**src/rtl/dmem_arbiter.sv**
```systemverilog
// dmem_arbiter: shares one data-memory port among four cores using round-robin
// arbitration, one access every three cycles (IDLE -> ACCESS -> RESP).
// Optional feature macro: DMEM_ARB_TB_PORT_EN -- enables a testbench port with
// absolute priority over the cores; when undefined the port is ignored and its
// outputs are tied low.
module dmem_arbiter #(
   parameter int ADDR_W = 16,
   parameter int DATA_W = 16
) (
   input  logic                  clk,
   input  logic                  RESET,
   input  logic [3:0]            req,
   input  logic [3:0]            we,
   input  logic [4*ADDR_W-1:0]   addr_bus,
   input  logic [4*DATA_W-1:0]   wdata_bus,
   output logic [3:0]            gnt,
   output logic [3:0]            rvalid,
   output logic [DATA_W-1:0]     rdata,
   input  logic                  tb_req,
   input  logic                  tb_we,
   input  logic [ADDR_W-1:0]     tb_addr,
   input  logic [DATA_W-1:0]     tb_wdata,
   output logic                  tb_gnt,
   output logic                  tb_rvalid,
   output logic [ADDR_W-1:0]     mem_addr,
   output logic [DATA_W-1:0]     mem_wdata,
   output logic                  mem_write,
   output logic                  mem_read,
   input  logic [DATA_W-1:0]     mem_rdata,
   output logic                  busy
);

   localparam logic [1:0] S_IDLE   = 2'd0;
   localparam logic [1:0] S_ACCESS = 2'd1;
   localparam logic [1:0] S_RESP   = 2'd2;

   logic [1:0]        r_state;
   logic [1:0]        r_rr_ptr;
   logic [1:0]        r_id;
   logic              r_is_tb;
   logic              r_we;
   logic [ADDR_W-1:0] r_addr;
   logic [DATA_W-1:0] r_wdata;
   logic [DATA_W-1:0] r_rdata;
   logic [3:0]        r_rvalid;
   logic              r_tb_rvalid;

   logic              w_found;
   logic [1:0]        w_win;
   logic              w_sel_we;
   logic [ADDR_W-1:0] w_sel_addr;
   logic [DATA_W-1:0] w_sel_wdata;
   logic              w_tb_win;
   logic              w_acc_we;
   logic [ADDR_W-1:0] w_acc_addr;
   logic [DATA_W-1:0] w_acc_wdata;

   // Round-robin search over core requests starting at the pointer
   always_comb begin
      w_found = 1'b0;
      w_win   = r_rr_ptr;
      for (int unsigned i = 0; i < 4; i++) begin
         if (!w_found && req[r_rr_ptr + i[1:0]]) begin
            w_found = 1'b1;
            w_win   = r_rr_ptr + i[1:0];
         end
      end
   end

   // Select the winning core's write flag, address and write data
   always_comb begin
      w_sel_we    = 1'b0;
      w_sel_addr  = '0;
      w_sel_wdata = '0;
      for (int unsigned k = 0; k < 4; k++) begin
         if (w_win == k[1:0]) begin
            w_sel_we    = we[k];
            w_sel_addr  = addr_bus[k*ADDR_W +: ADDR_W];
            w_sel_wdata = wdata_bus[k*DATA_W +: DATA_W];
         end
      end
   end

`ifdef DMEM_ARB_TB_PORT_EN
   assign w_tb_win    = tb_req;
   assign w_acc_we    = tb_req ? tb_we    : w_sel_we;
   assign w_acc_addr  = tb_req ? tb_addr  : w_sel_addr;
   assign w_acc_wdata = tb_req ? tb_wdata : w_sel_wdata;
   assign tb_gnt      = (r_state == S_ACCESS) && r_is_tb;
   assign tb_rvalid   = r_tb_rvalid;
`else
   logic w_unused_tb;
   assign w_unused_tb = ^{tb_req, tb_we, tb_addr, tb_wdata, r_tb_rvalid};
   assign w_tb_win    = 1'b0;
   assign w_acc_we    = w_sel_we;
   assign w_acc_addr  = w_sel_addr;
   assign w_acc_wdata = w_sel_wdata;
   assign tb_gnt      = 1'b0;
   assign tb_rvalid   = 1'b0;
`endif

   // Transaction FSM: latch winner in IDLE, strobe memory in ACCESS,
   // capture read data and schedule the completion pulse in RESP
   always_ff @(posedge clk or negedge RESET) begin
      if (!RESET) begin
         r_state     <= S_IDLE;
         r_rr_ptr    <= 2'd0;
         r_id        <= 2'd0;
         r_is_tb     <= 1'b0;
         r_we        <= 1'b0;
         r_addr      <= '0;
         r_wdata     <= '0;
         r_rdata     <= '0;
         r_rvalid    <= '0;
         r_tb_rvalid <= 1'b0;
      end else begin
         r_rvalid    <= '0;
         r_tb_rvalid <= 1'b0;
         case (r_state)
            S_IDLE: begin
               if (w_tb_win || w_found) begin
                  r_state <= S_ACCESS;
                  r_is_tb <= w_tb_win;
                  r_we    <= w_acc_we;
                  r_addr  <= w_acc_addr;
                  r_wdata <= w_acc_wdata;
                  // a testbench win leaves the core pointer untouched
                  if (!w_tb_win) begin
                     r_id     <= w_win;
                     r_rr_ptr <= w_win + 2'd1;
                  end
               end
            end
            S_ACCESS: begin
               r_state <= S_RESP;
            end
            S_RESP: begin
               r_state <= S_IDLE;
               if (!r_we) begin
                  r_rdata <= mem_rdata;
               end
               if (r_is_tb) begin
                  r_tb_rvalid <= 1'b1;
               end else begin
                  r_rvalid <= 4'b0001 << r_id;
               end
            end
            default: begin
               r_state <= S_IDLE;
            end
         endcase
      end
   end

   assign gnt       = ((r_state == S_ACCESS) && !r_is_tb) ? (4'b0001 << r_id) : 4'b0000;
   assign mem_write = (r_state == S_ACCESS) && r_we;
   assign mem_read  = (r_state == S_ACCESS) && !r_we;
   assign mem_addr  = r_addr;
   assign mem_wdata = r_wdata;
   assign rvalid    = r_rvalid;
   assign rdata     = r_rdata;
   assign busy      = (r_state != S_IDLE);

endmodule

```
**config.mk**
```make
export PLATFORM = sky130hd
export DESIGN_NAME = dmem_arbiter
export DESIGN_NICKNAME = d
export VERILOG_FILES = /design/src/rtl/dmem_arbiter.sv
export SDC_FILE = /design/constraint.sdc
export NUM_CORES = 1
export LEC_CHECK = 0
export ABC_CLOCK_PERIOD_IN_PS = 2670
export CAP_MARGIN = 30
export CORE_MARGIN = 2
export CORE_UTILIZATION = 32
export CTS_CLUSTER_DIAMETER = 80
export DETAILED_ROUTE_END_ITERATION = 10
export GPL_TIMING_DRIVEN = 0
export PLACE_DENSITY_LB_ADDON = 0.08
export SYNTH_ARGS = -nofsm -noshare
export SYNTH_HDL_FRONTEND = slang
export SYNTH_SLANG_ARGS = --single-unit
```
**constraint.sdc**
```tcl
create_clock -name clk -period 2.67 [get_ports clk]
set_input_delay 0.4005 -clock clk [delete_from_list [all_inputs] [get_ports clk]]
set_output_delay 0.4005 -clock clk [all_outputs]
set_load 0.03 [all_outputs]
```
Yosys cells after proc, flatten, opt, wreduce, memory -nomap -nowiden

Cells that the tools add are included.

Shifts and indexed selects: 1
Muxes and demuxes: 31
$lt $le $gt $ge: 4
Bitwise gates (word level): 1
Equality and inequality tests: 6
Reduce and logical (&&, ||, !) cells: 14
Add/subtract/negate cells: 4

Operators with widths:

| kind                                                                  | count |
|---|---|
| 16-bit 2-to-1 mux                                                     | 8 |
| 2-bit by 3-bit < comparator with 1-bit output (second input constant) | 4 |
| 1-bit 2-to-1 mux                                                      | 12 |
| 1-bit binary-select mux with 2-bit select                             | 4 |
| 2-bit 2-to-1 mux                                                      | 4 |
| 4-bit 2-to-1 mux                                                      | 2 |
| 2-bit == test (second input constant)                                 | 3 |
| 1-bit logical AND                                                     | 5 |
| 2-bit by 1-bit adder with 2-bit output (second input constant)        | 2 |
| 2-bit adder (second input constant)                                   | 2 |
| 2-bit by 1-bit == test with 1-bit output (second input constant)      | 2 |
| 1-bit logical NOT                                                     | 4 |
| 2-bit logical NOT                                                     | 2 |
| 2-bit case mux with 2 select lines                                    | 1 |
| 2-bit AND reduction                                                   | 2 |
| 1-bit by 2-bit << shifter with 4-bit output (first input constant)    | 1 |
| 2-bit != test (second input constant)                                 | 1 |
| 2-bit nonzero test                                                    | 1 |
| 1-bit inverter                                                        | 1 |

Logic and storage cells: 69
Flip-flop bits (word level): 59

Longest topological paths before layout

Depth after elaboration: 17
Depth in mapped cells: 9
Depth with buffers taken out: 7

Worst setup path before layout

No wires, ideal clock.

Kind: reg2reg
From: reg r_rr_ptr[1]
To: reg r_addr[13] (netlist: mem_addr[13])
Stages on the path, launching flop included: 10
Required time: 2.588 ns
Data arrival time: 2.415 ns
Setup slack: 0.174 ns
Setup time: 0.082 ns
Buffers on the path: 2
Cells stage by stage: dfrtp_1 and3b_1 or4_1 nand2_1 ha_1 clkbuf_1 clkbuf_1 a21oi_1 a221o_1 a31oi_1

Cells in the longest elaborated chain, start to end: 17

Ends and longest elaborated chain:

| element                                                                                         | RTL line | text |
|---|---|---|
| from (decl)                                                                                     | 38       | `logic [1:0] r_rr_ptr;` |
| from (signal assigned)                                                                          | 130      | `r_rr_ptr <= w_win + 2'd1;` |
| parallel branches: the longest is 11 deep, another holds 2-bit by 1-bit adder with 2-bit output | --       |  |
| 2-bit 2-to-1 mux *                                                                              | 63       | `if (!w_found && req[r_rr_ptr + i[1:0]]) begin` |
| named net w_win[1]                                                                              | 49       | `logic [1:0] w_win;` |
| 2-bit logical NOT                                                                               | 76       | `if (w_win == k[1:0]) begin` |
| 16-bit 2-to-1 mux (3 in a row)                                                                  | 76       |  |
| 16-bit 2-to-1 mux *                                                                             | 76       |  |
| to (signal assigned)                                                                            | 125      | `r_addr <= w_acc_addr;` |
| to (decl)                                                                                       | 42       | `logic [ADDR_W-1:0] r_addr;` |

Mark *: on every way through the listed nets, which the timed path passes. The select of a mux whose other input is x is not followed.
A chain may end at the register's enable or synchronous reset.

Worst setup path after layout

From: reg r_rr_ptr[1]
To: reg r_addr[6] (netlist: mem_addr[6])

Same word-level chain as after synthesis.

==> results.cfg <==
[run_status]
status = completed

[setup_path]
rrSetupSlack_ns = 0.13
worstSetupEndpointType = flop
start_kind = flop
slowest_stage = or4_4
crit_chain = and3b_1 -> or4_4 -> nand2_1 -> ha_1 -> clkbuf_1 -> a21oi_1 -> a221o_1 -> a31oi_1
r2r_end = mem_addr[6]$_DFFE_PN0P_
ff2ff_path_depth = 8
crit_path_max_fanout = 10
cp_data_required_time_ns = 2.94
max_stage_delay_ns = 0.50
critical_path_class = flop to flop
r2r_start = r_rr_ptr[1]$_DFFE_PN0P_
worst_ep_arrival_time_ns = 2.81

[finish]
area_growth_pct = 72.7
num_antenna_cells = 0
fin_cells = 767
nNetsFinal = 814
drive_above_1_share = 0.107

[yosys]
synth_edf_count = 0
async_flop_share = 1.00
synth_area_leaders = dfrtp_1 42%, a21oi_1 9.8%, a221o_1 9.4%, nand3b_1 7.0%, a31oi_1 6.0%
syn_inst = 398
synthFlopType = dfrtp_1
ys_types = 32
synth.top_cell.area_share = 0.418
synth.largest_area_cell = dfrtp_1
synth_seq_cells = 59
seq_area_frac_synth = 0.418
yosysMostFrequentCell = a21oi_1
ys_warn_count = 0
synth_area_um2 = 3530
synth_commonest_cells = 69 x a21oi_1, 59 x dfrtp_1, 36 x inv_1, 36 x nand2_1, 34 x a31oi_1
postSynthAreaPerCell_um2 = 8.87

[drt]
firstDrtPassIters = 5
first_iter_violations = 215
antenna_left = 0
wirelength_um = 13000
post_drt_wl_per_cell_um = 16.9
drc = 0
viasPerCell = 5.10
num_vias = 3909

[clocking]
clkSlewWorstSetupHoldPaths_ns = 0.08
clkLatencyLatePin_ns = 0.36
clockBufferDepth = 2
cts_made_buffers = 9
cts_num_sinks = 59
cts_max_level = 3
cts_tree = done
cts-hold-fix-buffers = 0
clockRootBuffer = clkbuf_8

[timing]
maxSlewHeadroom = 0.592
setup_viol_count_final = 0
worstMarginPinSlew_ns = 0.612
worst_slack_ns = 0.131
hold_viol_final = 0
setup_tns_ns = 0
period_needed_ns = 2.54
fmax_mhz = 394
holdWs_ns = 0.00316
clock_skew_ns = 0.0146
slew_viol_final = 0
fin_crit_sh = 0.951

[floorplanning]
start_util = 0.327
dieArea_um2 = 11900
die_y_um = 109
pin_count = 249
die_w_um = 109
core_um2 = 10800
rows = 38

[pwr]
p_comb_frac = 0.652
ir_drop_uv = 565
power_density_nw_per_um2 = 1140
power.share.switching = 0.455
seqPwrFrac = 0.231
power_leakage_uw = 0.00248
switchingPower_uw = 3170
intPower_uw = 3800
clkPwrFrac = 0.117
power_uw = 6980

[global_routing]
grt_max_degree = 41
overflow = 0
grtUsageTotal = 0.214
grt_pass1_vias = 3913
antenna_found_initial = 0
grt_pass1_wl_um = 19400

[placed_design]
placedCellCount = 752
gp_congestion = 0.822
dpl.hpwl_um = 10200
numPortBuffers = 212
pre_cts_slack_ns = -0.912

[run]
max-cap-violations = 0

[worst_hold_path]
hold_path.class = primary input to asynchronous set/reset pin
-- critical path: cells and delay by family, from the launching register on --
kind                     cells  cell delay [ns]
flip-flops                   1             0.44
AND/OR/NAND/NOR              3             0.79
AO/OA/AOI/OAI                3             0.60
adder cells (fa/ha/maj)      1             0.18
buffers and inverters        1             0.44
-- per-layer routing --
| layer | global-route usage | up-vias | wire length [um] |
|---|---|---|---|
| li1 | - | 1888 | - |
| met1 | 0.230 | 1843 | 4970 |
| met5 | 0 | - | 0 |
| met4 | 0.0723 | 0 | 188 |
| met2 | 0.390 | 164 | 6540 |
| met3 | 0.0729 | 14 | 1300 |
-- registers in the layout, summed over array words and instances (netlist names) --
signal	cells
mem_addr	16
mem_wdata	16
rdata	16
rvalid	4
r_id	2
r_rr_ptr	2
r_state	2
r_we	1
-- power groups by stage --
stage | Sequential, uW | Clock [uW] | Combinational (uW)
floorplan | 2370 | 0 | 2010
global placement | 1600 | 0 | 4460
detailed placement | 1620 | 0 | 4490
CTS | 1610 | 830 | 4550
global route | 1660 | 880 | 4900
finish | 1610 | 819 | 4550
-- metrics by stage --
| stage | util | cell area (um^2) |
|---|---|---|
| after floorplan | - | 3530 |
| after global placement | 0.540 | 5830 |
| after detailed placement | 0.542 | 5850 |
| after CTS | 0.563 | 6080 |
| after global routing | 0.565 | 6100 |
| final | 0.565 | 6100 |
-- area by class of cell --
class,instances,area [um^2]
plain buffers,38,228
clock inverters,3,20.0
inverters,36,135
multi-input cells,264,1740
fillers,1074,4690
repair buffers,214,2140
clock buffers,13,179
flip-flops and latches,59,1480
well taps,140,175
-- kinds of logic after synthesis --
| kind of cell | count (synthesis) | synth area share |
|---|---|---|
| adder cells (fa/ha/maj) | 4 | 0.0142 |
| flip-flops | 59 | 0.418 |
| other | 1 | 0.00106 |
| multiplexers | 16 | 0.0510 |
| AO/OA/AOI/OAI | 145 | 0.271 |
| AND/OR/NAND/NOR | 97 | 0.153 |
| buffers and inverters | 76 | 0.0921 |
-- worst max path at each step --
stage | startpoint | to | slack (ns)
after CTS | req[2] | mem_addr[5]$_DFFE_PN0P_ | 0.005
after global placement | req[3] | mem_wdata[3]$_DFFE_PN0P_ | -0.90
after global routing | req[2] | mem_wdata[9]$_DFFE_PN0P_ | -0.02
final | r_rr_ptr[1]$_DFFE_PN0P_ | mem_addr[6]$_DFFE_PN0P_ | 0.13
after detailed placement | req[3] | mem_wdata[3]$_DFFE_PN0P_ | -0.91
after floorplan | r_rr_ptr[1]$_DFFE_PN0P_ | mem_addr[13]$_DFFE_PN0P_ | 0.17
-- cells in the final DEF, fill, tap and decap left out, types with 3 or more instances in the layout --
master           count
inv_1               36
nor3_1               3
a21oi_1             69
nand2b_1             3
clkbuf_1            12
a221o_1             33
nor2b_1              4
buf_2                4
buf_4                4
clkdlybuf4s50_1    208
nand2_1             36
buf_6                4
clkbuf_8            15
nand3b_1            33
a31oi_1             34
mux2_2              16
ha_1                 3
nor2_1              10
clkbuf_2            13
dfrtp_1             58
-- timing repair --
| action | CTS | global route |
|---|---|---|
| pin swaps | 0 | 1 |
| setup buffers | 0 | 1 |
| endpoints found under the setup margin | 34 | 33 |
| resized for setup | 24 | 12 |
| endpoints found under the hold margin | 0 | 0 |
Note: power is estimated with default switching activity, not from simulation.
